### src/rtl/rainbow_pwm_pkg.sv
// Purpose: shared constants and small helpers for the rainbow PWM LED driver.
// Latency: n/a (definitions only).
// Backpressure: n/a.
//   Contents: segment codes of the colour wheel, LED pin bit indices,
//   and segment increment/decrement/clamp helpers.
package rainbow_pwm_pkg;

    localparam int N_SEG = 6;

    // Colour wheel segments, walked R>Y>G>C>B>M>R in the forward direction
    localparam logic [2:0] SEG_R = 3'd0;
    localparam logic [2:0] SEG_Y = 3'd1;
    localparam logic [2:0] SEG_G = 3'd2;
    localparam logic [2:0] SEG_C = 3'd3;
    localparam logic [2:0] SEG_B = 3'd4;
    localparam logic [2:0] SEG_M = 3'd5;

    // Pin order on the board is {R, B, G}
    localparam int LED_R = 2;
    localparam int LED_B = 1;
    localparam int LED_G = 0;

    function automatic logic [2:0] seg_inc(input logic [2:0] s);
        return (s == SEG_M) ? SEG_R : s + 3'd1;
    endfunction

    function automatic logic [2:0] seg_dec(input logic [2:0] s);
        return (s == SEG_R) ? SEG_M : s - 3'd1;
    endfunction

    // Codes 6 and 7 do not exist on the wheel; they fold back to red
    function automatic logic [2:0] seg_clamp(input logic [2:0] s);
        return (s >= 3'(N_SEG)) ? SEG_R : s;
    endfunction

endpackage

### src/rtl/rainbow_pwm_chan.sv
// Purpose: one colour channel: brightness scaling, frame-aligned duty latch, PWM compare.
// Latency: duty change visible from the next PWM frame; o_lit is combinational on i_pwm_cnt.
// Backpressure: none (free-running).
//   Ports: i_clk, i_rst (async, active high), i_level (colour level), i_bright
//   (global brightness), i_pwm_cnt (shared frame counter), o_lit (channel on).
module rainbow_pwm_chan #(
    parameter int PWM_BITS = 8
) (
    input  logic                i_clk,
    input  logic                i_rst,
    input  logic [PWM_BITS-1:0] i_level,
    input  logic [PWM_BITS-1:0] i_bright,
    input  logic [PWM_BITS-1:0] i_pwm_cnt,
    output logic                o_lit
);

    localparam int PW2 = 2 * PWM_BITS + 1;

    logic [PW2-1:0]      w_bright1;
    logic [PW2-1:0]      w_prod;
    logic [PWM_BITS-1:0] w_duty;
    logic [PWM_BITS-1:0] r_duty;

    // (bright+1) makes full brightness an exact pass-through of the level
    // and zero brightness fully dark; the product can never exceed PW2 bits.
    assign w_bright1 = PW2'(i_bright) + PW2'(1);
    assign w_prod    = PW2'(i_level) * w_bright1;
    assign w_duty    = PWM_BITS'(w_prod >> PWM_BITS);

    // Latch only on the last count of a frame so a frame never mixes two duties
    always_ff @(posedge i_clk or posedge i_rst) begin
        if (i_rst) begin
            r_duty <= '0;
        end else if (i_pwm_cnt == '1) begin
            r_duty <= w_duty;
        end
    end

    assign o_lit = (i_pwm_cnt < r_duty);

endmodule

### src/rtl/rainbow_pwm.sv
// Purpose: rainbow driver for the RGB LED: hue accumulator over a 6-segment wheel with per-channel PWM.
// Latency: hue/brightness changes reach the pins within one PWM frame + 1 clk; o_led is registered.
// Backpressure: none; i_load is a single-cycle pulse that always wins over a step.
//   Ports: i_clk, i_rst (async, active high), i_en (advance hue), i_dir (0 fwd, 1 rev),
//   i_bright (global brightness), i_load/i_hue_in ({seg, frac} load), o_hue (current
//   {seg, frac}), o_wrap (pulse on 5<->0 segment change), o_led ({R, B, G} pins).
module rainbow_pwm
    import rainbow_pwm_pkg::*;
#(
    parameter int PWM_BITS   = 8,
    parameter int STEP_TICKS = 46875,
    parameter int ACTIVE_LOW = 1
) (
    input  logic                  i_clk,
    input  logic                  i_rst,
    input  logic                  i_en,
    input  logic                  i_dir,
    input  logic [PWM_BITS-1:0]   i_bright,
    input  logic                  i_load,
    input  logic [PWM_BITS+2:0]   i_hue_in,
    output logic [PWM_BITS+2:0]   o_hue,
    output logic                  o_wrap,
    output logic [2:0]            o_led
);

    localparam logic [PWM_BITS-1:0] MAX     = '1;
    localparam int                  PSW     = (STEP_TICKS > 1) ? $clog2(STEP_TICKS) : 1;
    localparam logic [2:0]          LED_OFF = (ACTIVE_LOW != 0) ? 3'b111 : 3'b000;

    logic [PSW-1:0]      r_presc;
    logic [2:0]          r_seg;
    logic [PWM_BITS-1:0] r_frac;
    logic                r_wrap;
    logic [PWM_BITS-1:0] r_pwm_cnt;
    logic [2:0]          r_led;

    logic                w_step;
    logic [PWM_BITS-1:0] w_up;
    logic [PWM_BITS-1:0] w_dn;
    logic [PWM_BITS-1:0] w_lvl_r;
    logic [PWM_BITS-1:0] w_lvl_g;
    logic [PWM_BITS-1:0] w_lvl_b;
    logic [2:0]          w_lit;

    assign w_step = i_en && (r_presc == PSW'(STEP_TICKS - 1));

    // Prescaler freezes while disabled; a load restarts the step period
    always_ff @(posedge i_clk or posedge i_rst) begin
        if (i_rst) begin
            r_presc <= '0;
        end else if (i_load) begin
            r_presc <= '0;
        end else if (i_en) begin
            r_presc <= w_step ? '0 : r_presc + PSW'(1);
        end
    end

    // Hue accumulator; wrap flags only a genuine step across the 5<->0 boundary
    always_ff @(posedge i_clk or posedge i_rst) begin
        if (i_rst) begin
            r_seg  <= SEG_R;
            r_frac <= '0;
            r_wrap <= 1'b0;
        end else begin
            r_wrap <= 1'b0;
            if (i_load) begin
                r_seg  <= seg_clamp(i_hue_in[PWM_BITS+2:PWM_BITS]);
                r_frac <= i_hue_in[PWM_BITS-1:0];
            end else if (w_step) begin
                if (!i_dir) begin
                    if (r_frac == MAX) begin
                        r_frac <= '0;
                        r_seg  <= seg_inc(r_seg);
                        r_wrap <= (r_seg == SEG_M);
                    end else begin
                        r_frac <= r_frac + PWM_BITS'(1);
                    end
                end else begin
                    if (r_frac == '0) begin
                        r_frac <= MAX;
                        r_seg  <= seg_dec(r_seg);
                        r_wrap <= (r_seg == SEG_R);
                    end else begin
                        r_frac <= r_frac - PWM_BITS'(1);
                    end
                end
            end
        end
    end

    // Colour map: inside each segment one channel ramps while the others hold
    assign w_up = r_frac;
    assign w_dn = MAX - r_frac;

    always_comb begin
        w_lvl_r = '0;
        w_lvl_g = '0;
        w_lvl_b = '0;
        case (r_seg)
            SEG_R: begin w_lvl_r = MAX;  w_lvl_g = w_up; end
            SEG_Y: begin w_lvl_r = w_dn; w_lvl_g = MAX;  end
            SEG_G: begin w_lvl_g = MAX;  w_lvl_b = w_up; end
            SEG_C: begin w_lvl_g = w_dn; w_lvl_b = MAX;  end
            SEG_B: begin w_lvl_r = w_up; w_lvl_b = MAX;  end
            SEG_M: begin w_lvl_r = MAX;  w_lvl_b = w_dn; end
            default: ;
        endcase
    end

    always_ff @(posedge i_clk or posedge i_rst) begin
        if (i_rst) begin
            r_pwm_cnt <= '0;
        end else begin
            r_pwm_cnt <= r_pwm_cnt + PWM_BITS'(1);
        end
    end

    rainbow_pwm_chan #(.PWM_BITS(PWM_BITS)) u_chan_r (
        .i_clk     (i_clk),
        .i_rst     (i_rst),
        .i_level   (w_lvl_r),
        .i_bright  (i_bright),
        .i_pwm_cnt (r_pwm_cnt),
        .o_lit     (w_lit[LED_R])
    );

    rainbow_pwm_chan #(.PWM_BITS(PWM_BITS)) u_chan_g (
        .i_clk     (i_clk),
        .i_rst     (i_rst),
        .i_level   (w_lvl_g),
        .i_bright  (i_bright),
        .i_pwm_cnt (r_pwm_cnt),
        .o_lit     (w_lit[LED_G])
    );

    rainbow_pwm_chan #(.PWM_BITS(PWM_BITS)) u_chan_b (
        .i_clk     (i_clk),
        .i_rst     (i_rst),
        .i_level   (w_lvl_b),
        .i_bright  (i_bright),
        .i_pwm_cnt (r_pwm_cnt),
        .o_lit     (w_lit[LED_B])
    );

    // Registered pins with polarity folded in, so reset leaves the LED dark
    always_ff @(posedge i_clk or posedge i_rst) begin
        if (i_rst) begin
            r_led <= LED_OFF;
        end else begin
            r_led <= w_lit ^ LED_OFF;
        end
    end

    assign o_hue  = {r_seg, r_frac};
    assign o_wrap = r_wrap;
    assign o_led  = r_led;

endmodule

### config.mk
export PLATFORM = sky130hd
export DESIGN_NAME = rainbow_pwm
export DESIGN_NICKNAME = d
export VERILOG_FILES = /design/src/rtl/rainbow_pwm_pkg.sv /design/src/rtl/rainbow_pwm_chan.sv /design/src/rtl/rainbow_pwm.sv
export SDC_FILE = /design/constraint.sdc
export NUM_CORES = 1
export LEC_CHECK = 0
export BUFFER_PORTS_ARGS = -buffer_cell sky130_fd_sc_hd__buf_2
export CAP_MARGIN = 0
export CORE_MARGIN = 4
export CORE_UTILIZATION = 45
export CTS_BUF_LIST = sky130_fd_sc_hd__clkbuf_4 sky130_fd_sc_hd__clkbuf_8 sky130_fd_sc_hd__clkbuf_16
export CTS_CLUSTER_SIZE = 12
export DETAILED_ROUTE_END_ITERATION = 12
export PLACE_DENSITY_LB_ADDON = 0.08
export REMOVE_ABC_BUFFERS = 1
export SKIP_LAST_GASP = 1
export SLEW_MARGIN = 0
export SYNTH_ARGS = -nofsm -noshare
export SYNTH_HDL_FRONTEND = slang
export SYNTH_SLANG_ARGS = --single-unit
### constraint.sdc
create_clock -name i_clk -period 6.6 [get_ports i_clk]
set_input_delay 0.33 -clock i_clk [delete_from_list [all_inputs] [get_ports i_clk]]
set_output_delay 0.33 -clock i_clk [all_outputs]
set_load 0.02 [all_outputs]
# After elaboration in Yosys (flattened, before gate mapping)
# Index checks and enable logic that the tools add are counted.
[totals]
reg_bits = 63
in_bits = 24
output_inout_bits = 15
wordCells = 68
[op_classes]
n_addsub = 8
n_mul = 3
order_cmp = 4
n_eq_ne = 9
mux = 24
bitwise = 1
reduce_logical = 10
[op_table]
columns = ["operator", "count"]
rows = [
  ["$pmux W8 S3", 3],
  ["$mul A8 B17 Y16", 3],
  ["$mux W16", 3],
  ["$mux W8", 5],
  ["$lt A8 B8 Y1", 3],
  ["$mux W3", 8],
  ["$add A16 B1 Y16 const B", 1],
  ["$add A8 B1 Y8 const B", 2],
  ["$eq A16 B16 Y1 const B", 1],
  ["$eq A8 B8 Y1 const B", 2],
  ["$add A8 B1 Y9 const B", 1],
  ["$logic_not A8 Y1", 1],
  ["$sub A8 B1 Y8 const B", 1],
  ["$sub A8 B8 Y8 const A", 1],
  ["$eq A3 B2 Y1 const B", 2],
  ["$eq A3 B3 Y1 const B", 2],
  ["$reduce_or A2 Y1", 3],
  ["$mux W1", 5],
  ["$reduce_bool A2 Y1", 2],
  ["$add A3 B1 Y3 const B", 1],
  ["$eq A3 B1 Y1 const B", 1],
  ["$ge A3 B3 Y1 const B", 1],
  ["$logic_not A3 Y1", 1],
  ["$ne A3 B1 Y1 const B", 1],
  ["other kinds (5)", 5],
]

# Logic depth before layout (Yosys ltp)
# Gate-level depths: netlist (run 1).
[logic_depth]
word_depth = 6
mapped_depth = 23
ltp_nobuf = 21

# Cells and area by module
# A second synthesis (run 1) with hierarchy kept.
[unflattened]
cells_unflattened = 1226
area_unflattened_um2 = 10919.2
[modules_own_cells]
columns = ["mod", "n_inst", "cells_each", "area_per_inst_um2", "seq_area_each_um2"]
rows = [
  ["rainbow_pwm", 1, 332, 2778.9, 979.7],
  ["rainbow_pwm_chan at u_chan_r", 1, 297, 2730.1, 200.2],
  ["rainbow_pwm_chan at u_chan_b", 1, 300, 2723.9, 200.2],
  ["rainbow_pwm_chan at u_chan_g", 1, 297, 2686.3, 200.2],
]

# Worst setup path after synthesis (run 1)
# OpenSTA, ideal clock, no wires.
[synth_path]
path_kind = "register to register"
from = "register r_seg[0]"
to = "register u_chan_g.r_duty[5]"
setup_ns = 0.069
t_arrival_ns = 5.451
t_required_ns = 6.531
setup_slack_ns = 1.080
path_stages_with_launch = 21
n_path_buf = 3
synth_period_minus_slack_ns = 5.520
path_cell_list = "dfrtp_1 -> buf_2 -> buf_2 -> clkbuf_1 -> o21ai_0 -> a2bb2oi_1 -> nor2_1 -> fa_1 -> inv_1 -> fa_1 -> fa_1 -> fa_1 -> inv_1 -> ha_1 -> a21o_1 -> a211oi_1 -> o21ai_2 -> a21oi_1 -> o21bai_2 -> or4_1 -> nand3_1"
[synth_between]
elab_chain_len = 4
word_cells_on_any_way = 7
classes_between = "1 x mul; 3 x eq/ne; 1 x mux; 2 x reduce/logical"
[synth_rtl]
columns = ["element", "line_no", "source"]
rows = [
  ["from (decl)", "rainbow_pwm.sv:31", "logic [2:0] r_seg;"],
  ["from (signal assigned)", "rainbow_pwm.sv:67", "r_seg <= seg_clamp(i_hue_in[PWM_BITS+2:PWM_BITS]);"],
  ["from (signal assigned)", "rainbow_pwm.sv:73", "r_seg <= seg_inc(r_seg);"],
  ["from (signal assigned)", "rainbow_pwm.sv:81", "r_seg <= seg_dec(r_seg);"],
  ["$eq A3 B2 Y1 or $eq A3 B1 Y1 (tied branches)", "rainbow_pwm.sv:99", "case (r_seg)"],
  ["$reduce_or A2 Y1 (no source line)", "--", ""],
  ["$pmux W8 S3 (*)", "rainbow_pwm.sv:99", ""],
  ["$mul A8 B17 Y16 (*)", "rainbow_pwm_chan.sv:27", "assign w_prod = PW2'(i_level) * w_bright1;"],
  ["to (signal assigned)", "rainbow_pwm_chan.sv:35", "r_duty <= w_duty;"],
  ["to (decl)", "rainbow_pwm_chan.sv:22", "logic [PWM_BITS-1:0] r_duty;"],
]
# Every way passes the cells marked *; elsewhere a longest branch is shown, timed or not.
# A chain may end at the register's enable or synchronous reset.

# Worst setup path after layout (run 1)
# Same ends and word-level chain as after synthesis.

==> impl_metrics.ini, run 1 <==
[status]
outcome = finished clean

[sta]
final.period_utilization = 0.924
finClkSkew_ns = 0.00637
setup_tns_ns = 0
slew_violations = 0
fmax_mhz = 164
hold_viol = 0
slew-limit-headroom = 0.317
min_period_ns = 6.10
rsz0062_at_grt = no
worstMarginPinSlew_ns = 1.02
setup_viol = 0
layout_setup_ws_ns = 0.503

[finish]
drive_gt1_frac = 0.0947
fin_nets = 1552
mostFrequentLayoutCells = nor2_1 (221), inv_1 (187), ha_1 (125)
antenna_cells = 0
final_common_cell = nor2_1
final_cells = 1573
areaGrowthSynthToFinish_pct = 8.18

[drt]
vias_per_cell = 5.23
ant_nets = 0
num_vias = 8232
drt-pass1-iter-count = 5
wl_per_cell_um = 16.3
drc_errors = 0
drt_first_iter_violations = 413
routed_wl_um = 25600

[critical_path]
path_common_cell = fa_1
crit_path_end_kind = flop
slowest_delay_ns = 0.66
required_ns = 6.87
critical_path_class = flop to flop
worstPathArrival_ns = 6.37
critPathBufInv = 3
cp-start-kind = flop
cp_top_family = adder cells
crit_fanout = 25
crit_slowest_cell = dfrtp_1
path_cells = and2_1 > ha_1 > inv_1 > a2bb2oi_1 > nor2_1 > fa_1 > inv_1 > fa_1 > fa_1 > fa_1 > inv_1 > ha_1 > a21o_1 > a211oi_1 > o21ai_2 > a21oi_1 > o21bai_2 > or4_1 > nand3_1

[clocking]
numCtsBuffers = 9
cts.sinks = 63
cts_max_level = 3
cts_hold_buf = 0
cts-root-buf = clkbuf_16
post-cts-setup-buffer-count = 0
cts_resized = 0
clock_latency_ns = 0.34
clk_path_buf_depth = 2
cts_tree = done
clk_pin_slew_ns = 0.06

[die]
design.die.area_mm2 = 0.0255
boundaryPins = 39
core-area_mm2 = 0.0226
die_w_um = 160
num_rows = 55
die_h_um = 160
start_util = 0.458

[grt]
grt_max_degree = 64
grt_pass1_wl_um = 43400
grt_pass1_vias = 8252
antenna_found_initial = 0
grt-ovfl-total = 0
grt_usage = 0.208

[job]
maxCapViolCount = 0

[placed_design]
dp.cells = 1557
dp_hpwl_um = 20200
place_ws_ns = 0.471
portBuffers = 38
place.gp.congestion = 0.837

[yosys]
yosysWarnings = 0
synth-edff-count = 0
synth.distinct_cells = 71
synth_flop_cell = dfrtp_1
netlist_area_mm2 = 0.0104
avgSynthCellArea_um2 = 8.25
yosysSeqAreaShare = 0.152
syn_inst = 1257
async_reset_ff_frac = 1.00
synth_seq_cells = 63

[pwr]
powerDensity_mw_per_mm2 = 519
p_leak_nw = 5.94
peakVddDrop_uv = 428

[hold_path]
hp-class = input port to flop
cell usage after synthesis, types with 2 or more instances:
library cell	instances	area [µm²]
or2b_1	2	15.0
a21o_1	18	135
a211oi_1	8	60.1
o21bai_2	2	22.5
xnor2_1	41	359
fa_1	120	2400
buf_1	3	11.3
nor3_1	11	55.1
or3_1	4	25.0
and2_1	7	43.8
ha_1	125	1560
a211o_1	6	52.6
a2bb2oi_1	3	26.3
nor2_1	221	830
nand4_1	4	25.0
o21ai_0	50	250
buf_2	13	65.1
nor3b_1	8	60.1
nand3_1	19	95.1
a21oi_1	51	255
o21bai_1	6	45.0
nand3b_1	3	22.5
o2bb2ai_1	3	26.3
nand2_1	101	379
nand2b_2	2	17.5
a31oi_1	2	12.5
o21a_1	4	30.0
o31ai_1	2	15.0
a41oi_1	2	17.5
xor2_1	26	228
o22ai_1	5	31.3
nor4_1	3	18.8
nand2b_1	23	144
mux2i_1	6	60.1
nor2b_1	5	31.3
dfrtp_1	60	1500
or4_4	2	22.5
or2_2	20	125
clkbuf_1	33	124
or4_1	2	15.0
dfstp_2	3	78.8
a22oi_1	2	15.0
and3_1	9	56.3
nor4b_1	3	26.3
inv_1	188	706
metal layers:
layer | global-route usage | wire length (µm) | part of all wire
met5 | 0 | 0 | 0
met4 | 0.0407 | 262 | 0.010
met3 | 0.0232 | 838 | 0.033
met2 | 0.325 | 11300 | 0.44
met1 | 0.314 | 13100 | 0.51
registers in the layout, indices dropped and copies added (netlist names):
| name | flops |
|---|---|
| r_presc | 16 |
| o_led | 3 |
| u_chan_r.r_duty | 8 |
| u_chan_b.r_duty | 8 |
| u_chan_g.r_duty | 8 |
| r_seg | 3 |
| r_pwm_cnt | 8 |
| o_wrap | 1 |
| r_frac | 8 |
worst min-delay path, delay by kind of cell:
family                 cells  cell delay (ns)
buffers and inverters      1             0.08
AOI/OAI and AO/OA          1             0.06
and+or+nand+nor            1             0.04
where the power goes:
part / total (W) / switching [W] / internal [W]
registers: 0.000455 / 0.0000463 / 0.000409
clock network: 0.000486 / 0.000193 / 0.000293
logic: 0.00488 / 0.00294 / 0.00194
per-stage QoR:
step	total power, W	instance area [µm²]	utilization	hold WS, ns
floorplan	0.00407	10200	-	0.393
global placement	0.00532	10900	0.482	0.463
detailed placement	0.00535	10900	0.482	0.476
CTS	0.00588	11200	0.495	0.193
global route	0.00668	11200	0.495	0.219
finish	0.00582	11200	0.495	0.207
kinds of logic (layout without fill, tap and decap cells):
| group | Yosys count | count (layout) | share of synthesized area |
|---|---|---|---|
| xor+xnor | 67 | 67 | 0.0566 |
| compound gates | 184 | 184 | 0.116 |
| mux | 8 | 8 | 0.00833 |
| buf+inv | 238 | 269 | 0.0885 |
| flops | 63 | 63 | 0.152 |
| fa+ha+maj | 245 | 245 | 0.383 |
| simple gates | 452 | 452 | 0.196 |
layout make-up:
cell class	instances	area, µm²
Clock buffer	9	225
Timing Repair Buffer	65	393
Tap cell	285	357
Clock inverter	7	72.6
Fill cell	2247	11400
Inverter	188	706
Multi-Input combinational cell	956	7880
Sequential cell	63	1580
path summary, 6_finish.rpt:
check / from / endpoint / slack (ns) / cells after the start
hold reg to reg: u_chan_g.r_duty[2] / u_chan_g.r_duty[2] / 0.48 / 2
min in group asynchronous: i_rst / r_presc[9] / 0.23 / 3
max in group asynchronous: i_rst / r_pwm_cnt[0] / 5.81 / 3
setup reg to reg: r_seg[0] / u_chan_g.r_duty[5] / 0.50 / 19
hold / removal: i_hue_in[1] / r_frac[1] / 0.21 / 3
setup / recovery: r_seg[0] / u_chan_g.r_duty[5] / 0.50 / 19
Power figures use the tool's default switching activity.
==> run 2: changes to the inputs <==
--- a/config.mk
+++ b/config.mk
@@ -7,6 +7,7 @@
 export LEC_CHECK = 0
 export BUFFER_PORTS_ARGS = -buffer_cell sky130_fd_sc_hd__buf_2
 export CAP_MARGIN = 0
+export CORE_ASPECT_RATIO = 1.1
 export CORE_MARGIN = 4
 export CORE_UTILIZATION = 45
 export CTS_BUF_LIST = sky130_fd_sc_hd__clkbuf_4 sky130_fd_sc_hd__clkbuf_8 sky130_fd_sc_hd__clkbuf_16
==> constraint.sdc (replaced) <==
create_clock -name i_clk -period 5.9 [get_ports i_clk]
set_input_delay 0.295 -clock i_clk [delete_from_list [all_inputs] [get_ports i_clk]]
set_output_delay 0.295 -clock i_clk [all_outputs]
set_load 0.02 [all_outputs]
==> run 2 against run 1 <==
Die area about the same. Worst hold slack lost 0.16 ns. Sequential share of layout area decreased by 0.42 points. Global-route usage up 0.52 points. Highest routed layer unchanged. Combinational power up 13%. Critical endpoint is now u_chan_r.r_duty[4]. Count of clock-buffer cells in the layout up 2.
==> impl_metrics.ini, run 2 (synthesized netlist as in run 1, its figures left out) <==
[critical_path]
worstPathArrival_ns = 5.78
crit_fanout = 24
timing.rr.start = r_seg[0]
crit_path_end_kind = flop
cp-start-kind = flop
reg2reg_slack_ns = 0.37
timing.rr.end = u_chan_r.r_duty[4]
crit_start = r_seg[0]
r2r_cells = 19
critical_path_class = flop to flop
required_ns = 6.16

[pwr]
p_sw_frac = 0.524
peakVddDrop_uv = 1180
seqPwrFrac = 0.073
p_int_w = 0.00316
total_power_w = 0.00664
p_leak_nw = 6.14
powerDensity_mw_per_mm2 = 574
comb_power_share = 0.830
p_switching_w = 0.00348
clkPwrFrac = 0.097

[die]
core-area_mm2 = 0.0224
die_w_um = 153
die_h_um = 167
start_util = 0.463
num_rows = 57
boundaryPins = 39
design.die.area_mm2 = 0.0255

[clocking]
numCtsBuffers = 9
cts_hold_buf = 0
cts_tree = done
cts.sinks = 63
clk_path_buf_depth = 2
clock_latency_ns = 0.34
clk_pin_slew_ns = 0.06
cts_max_level = 3
cts-root-buf = clkbuf_16

[sta]
slew_violations = 0
finClkSkew_ns = 0.00846
worstMarginPinSlew_ns = 0.755
rsz0062_at_grt = no
min_period_ns = 5.53
final.period_utilization = 0.936
hold_viol = 0
setup_tns_ns = 0
fmax_mhz = 181
slew-limit-headroom = 0.493
layout_setup_ws_ns = 0.375
setup_viol = 0

[grt]
grt-ovfl-total = 0
grt_pass1_vias = 8679
grt_max_degree = 55
antenna_found_initial = 2
grt_pass1_wl_um = 44600
grt_usage = 0.213

[drt]
drt-pass1-iter-count = 5
routed_wl_um = 26300
num_vias = 8342
wl_per_cell_um = 16.2
vias_per_cell = 5.15
drc_errors = 0
drt_first_iter_violations = 389
ant_nets = 0

[finish]
regMostFlops = r_presc
drive_gt1_frac = 0.120
fin_area_mm2 = 0.0116
fin_nets = 1587
areaGrowthSynthToFinish_pct = 11.5
largest_reg_flops = 16
register_area_mm2 = 0.00158
final_cells = 1620
multi_input_area_mm2 = 0.00790
nFillCells = 2172
final_common_cell = nor2_1
mostFrequentLayoutCells = nor2_1 (221), inv_1 (187), ha_1 (125)

[placed_design]
portBuffers = 38
dp.cells = 1602
place_ws_ns = 0.138
place.gp.congestion = 0.877
placement.cell_area_mm2 = 0.0112
dp_hpwl_um = 21600

[job]
maxCapViolCount = 0

[hold_path]
hp-class = input port to async pin

[status]
outcome = finished clean
## run 2: worst max path at each step
stage | endpoint | slack (ns) | depth (start not counted)
finish | u_chan_r.r_duty[4] | 0.37 | 19
global route | u_chan_r.r_duty[4] | 0.04 | 19
CTS | u_chan_g.r_duty[5] | 0.28 | 19
detailed placement | u_chan_r.r_duty[7] | 0.14 | 21
global placement | u_chan_r.r_duty[7] | 0.25 | 21
floorplan | u_chan_g.r_duty[5] | 0.13 | 19
## run 2: repair_timing
item                                    in CTS  in global routing
resized for setup                            0                  2
endpoints found under the setup margin       0                  1
hold endpoints to repair                     0                  0
setup buffers                                0                  0
## run 2: power groups by stage
| stage | Clock [W] | Combinational [W] | Sequential [W] |
|---|---|---|---|
| after global routing | 0.000680 | 0.00644 | 0.000489 |
| final | 0.000642 | 0.00551 | 0.000487 |
| after global placement | 0 | 0.00550 | 0.000493 |
| after CTS | 0.000662 | 0.00563 | 0.000486 |
| after detailed placement | 0 | 0.00558 | 0.000493 |
| after floorplan | 0 | 0.00403 | 0.000527 |
## run 2: area by class of cell
| cell class | instances | area share |
|---|---|---|
| tap | 295 | 0.0319 |
| multi-input combinational | 956 | 0.683 |
| antenna | 2 | 0.000433 |
| timing repair buffer | 100 | 0.0567 |
| inverter | 188 | 0.0610 |
| clock buffer | 11 | 0.0213 |
| clock inverter | 5 | 0.00909 |
| sequential | 63 | 0.137 |
## run 2: metrics by stage
step | utilization | hold slack (ns)
finish | 0.516 | 0.0461
global route | 0.516 | 0.103
CTS | 0.516 | 0.0689
detailed placement | 0.500 | 0.431
global placement | 0.500 | 0.424
floorplan | - | 0.358
## run 2: worst max-delay path, stage by stage, from the launching register on
cell	delay [ns]
dfrtp_1	0.40
buf_4	0.22
and3_1	0.19
or3_1	0.41
or2_2	0.31
fa_1	0.52
fa_1	0.57
inv_1	0.07
fa_1	0.56
inv_1	0.06
fa_1	0.53
inv_1	0.04
ha_1	0.29
nand2_1	0.07
nor4_1	0.28
a32oi_1	0.18
o21ai_0	0.33
a21oi_1	0.13
xor2_1	0.15
o21ai_0	0.14
## run 2: routing by layer
layer | global-route usage | routed length [µm] | vias to the layer above
li1 | - | - | 4161
met1 | 0.296 | 12600 | 4043
met2 | 0.362 | 12700 | 106
met3 | 0.0178 | 566 | 32
met4 | 0.0554 | 459 | 0
met5 | 0 | 0 | -
==> run 3: changes to the inputs <==
--- a/config.mk
+++ b/config.mk
@@ -5,10 +5,11 @@
 export SDC_FILE = /design/constraint.sdc
 export NUM_CORES = 1
 export LEC_CHECK = 0
+export ABC_AREA = 1
 export BUFFER_PORTS_ARGS = -buffer_cell sky130_fd_sc_hd__buf_2
 export CAP_MARGIN = 0
 export CORE_ASPECT_RATIO = 1.1
-export CORE_MARGIN = 4
+export CORE_MARGIN = 2
 export CORE_UTILIZATION = 45
 export CTS_BUF_LIST = sky130_fd_sc_hd__clkbuf_4 sky130_fd_sc_hd__clkbuf_8 sky130_fd_sc_hd__clkbuf_16
 export CTS_CLUSTER_SIZE = 12
==> run 3 against run 2 <==
Worst hold slack better by 0.16 ns. First-iteration DRC count up 13%. Clock skew up 0.011 ns. Synthesized cell count is 19% higher. Final area up 2.3%. Critical endpoint is now u_chan_g.r_duty[7].
==> impl_metrics.ini, run 3 <==
[sta]
worstMarginPinSlew_ns = 0.911
final.period_utilization = 0.920
min_period_ns = 5.43
setup_viol = 0
finClkSkew_ns = 0.0198
slew_violations = 0
hold_ws_ns = 0.202
slew-limit-headroom = 0.393
rsz0062_at_grt = no
fmax_mhz = 184
hold_viol = 0
setup_tns_ns = 0

[die]
start_util = 0.458
design.die.area_mm2 = 0.0254
die_w_um = 152
num_rows = 59
die_h_um = 167
core-area_mm2 = 0.0237
boundaryPins = 39

[clocking]
post-cts-setup-buffer-count = 0
clock_latency_ns = 0.36
cts.sinks = 63
cts-root-buf = clkbuf_16
numCtsBuffers = 9
cts_tree = done
cts_max_level = 3
clk_path_buf_depth = 2
clk_pin_slew_ns = 0.07
cts_hold_buf = 0
cts_resized = 0

[grt]
grt-ovfl-total = 0
antenna_found_initial = 0
grt_max_degree = 64
grt_usage = 0.240
grt_pass1_wl_um = 49500
grt_pass1_vias = 9682

[drt]
routed_wl_um = 28900
num_vias = 9555
vias_per_cell = 5.14
drc_errors = 0
wl_per_cell_um = 15.5
drt-pass1-iter-count = 7
drt_first_iter_violations = 440
ant_nets = 0

[hold_path]
hp-class = input port to flop
hold_depth = 3

[yosys]
yosysWarnings = 0
yosysTopAreaCellShare = 0.222
synth_seq_cells = 63
async_reset_ff_frac = 1.00
synth_flop_cell = dfrtp_1
syn_inst = 1500
synth_top_area_cell = fa_1
yosysSeqAreaShare = 0.146
synth.top_cells.by_area = fa_1 (22%), ha_1 (14%), dfrtp_1 (14%)
yosys-top-cells-count = inv_1 (330), nand2_1 (326), nor2_1 (151)
synth.distinct_cells = 48
yosysMostFrequentCell = inv_1
avgSynthCellArea_um2 = 7.23
synth-edff-count = 0
netlist_area_mm2 = 0.0108

[finish]
regMostFlops = r_presc
antenna_cells = 0
largest_reg_flops = 16
areaGrowthSynthToFinish_pct = 9.14
drive_gt1_frac = 0.0714
fin_nets = 1818
fin_util = 0.499
final_common_cell = inv_1
mostFrequentLayoutCells = inv_1 (329), nand2_1 (326), nor2_1 (151)

[status]
outcome = finished clean

[placed_design]
portBuffers = 38
dp_hpwl_um = 23400
place.gp.congestion = 0.889

[critical_path]
worstPathArrival_ns = 5.67
crit_path_end_kind = flop
crit_fanout = 7
critPathBufInv = 6
required_ns = 6.15
cp.depth = 22
r2r_cells = 22
cp-start-kind = flop
path_cells = nand2_1 > inv_1 > ha_1 > inv_1 > nor2_1 > nor3_1 > inv_1 > nand2_1 > inv_1 > fa_1 > inv_1 > fa_1 > fa_1 > fa_1 > inv_1 > ha_1 > a21oi_1 > o21ai_0 > a221oi_1 > nand3b_1 > nand3_1 > nand2_1
path_common_cell = inv_1
critical_path_class = flop to flop
cp_top_family = adder cells
crit_slowest_cell = fa_1
slowest_delay_ns = 0.55

[job]
maxCapViolCount = 0
run 3: changes by cell type in the layout (fill, tap and decap cells not counted), moves of 13 or more:
cell      before  now
a21o_1        18    2
buf_4         62   23
inv_1        187  329
nand2_1      101  326
nand2b_1      23    0
nand3_1       18   67
nand4_1        4   19
nor2_1       221  151
nor3_1        11   24
or2_2         20    2
xnor2_1       40    8
run 3: layout make-up:
type | count | area [µm²]
Clock inverter | 7 | 104
Timing Repair Buffer | 61 | 363
Sequential cell | 63 | 1580
Fill cell | 2395 | 11900
Inverter | 343 | 1290
Clock buffer | 9 | 225
Tap cell | 305 | 382
Multi-Input combinational cell | 1071 | 7890
run 3: logic make-up after synthesis:
logic type,count (synthesis),synth area share
AO/OA/AOI/OAI,167,0.0897
XOR/XNOR,34,0.0275
adder cells (fa/ha/maj),245,0.366
buffers and inverters,366,0.127
flip-flops,63,0.146
AND/OR/NAND/NOR,625,0.244
run 3: worst register-to-register path, stage by stage (launching register included):
cell      delay [ns]
dfrtp_1         0.48
nand2_1         0.21
inv_1           0.06
ha_1            0.24
inv_1           0.13
nor2_1          0.05
nor3_1          0.35
inv_1           0.20
nand2_1         0.10
inv_1           0.06
fa_1            0.48
inv_1           0.06
fa_1            0.55
fa_1            0.44
fa_1            0.49
inv_1           0.04
ha_1            0.33
a21oi_1         0.29
o21ai_0         0.18
a221oi_1        0.32
nand3b_1        0.11
nand3_1         0.09
nand2_1         0.05
run 3: final timing paths:
kind	start	endpoint	slack, ns
worst max-delay path	r_seg[1]	u_chan_g.r_duty[7]	0.47
worst min-delay path	i_hue_in[0]	r_frac[0]	0.20
worst max register to register	r_seg[1]	u_chan_g.r_duty[7]	0.47
worst min register to register	u_chan_r.r_duty[4]	u_chan_r.r_duty[4]	0.48
max in group asynchronous	i_rst	u_chan_r.r_duty[6]	5.08
min in group asynchronous	i_rst	r_seg[1]	0.21
run 3: metrics by stage:
step	area, µm²	std cells	setup WS (ns)
3_5_place_dp	11500	1843	0.517
4_1_cts	11800	1859	0.481
5_1_grt	11800	1859	0.0677
6_report	11800	1859	0.474
3_3_place_gp	11500	1843	0.596
2_1_floorplan	10700	1477	0.831
run 3: layer usage:
| layer | global-route usage | vias up | wire [µm] |
|---|---|---|---|
| met3 | 0.0281 | 26 | 1110 |
| met5 | 0 | - | 0 |
| met4 | 0.0496 | 0 | 384 |
| li1 | - | 4762 | - |
| met2 | 0.395 | 204 | 13400 |
| met1 | 0.343 | 4563 | 14000 |
Power of run 3 is left out: the tool's default activity adds up to more than one toggle a clock period on the data nets, which glitch-free logic cannot reach.
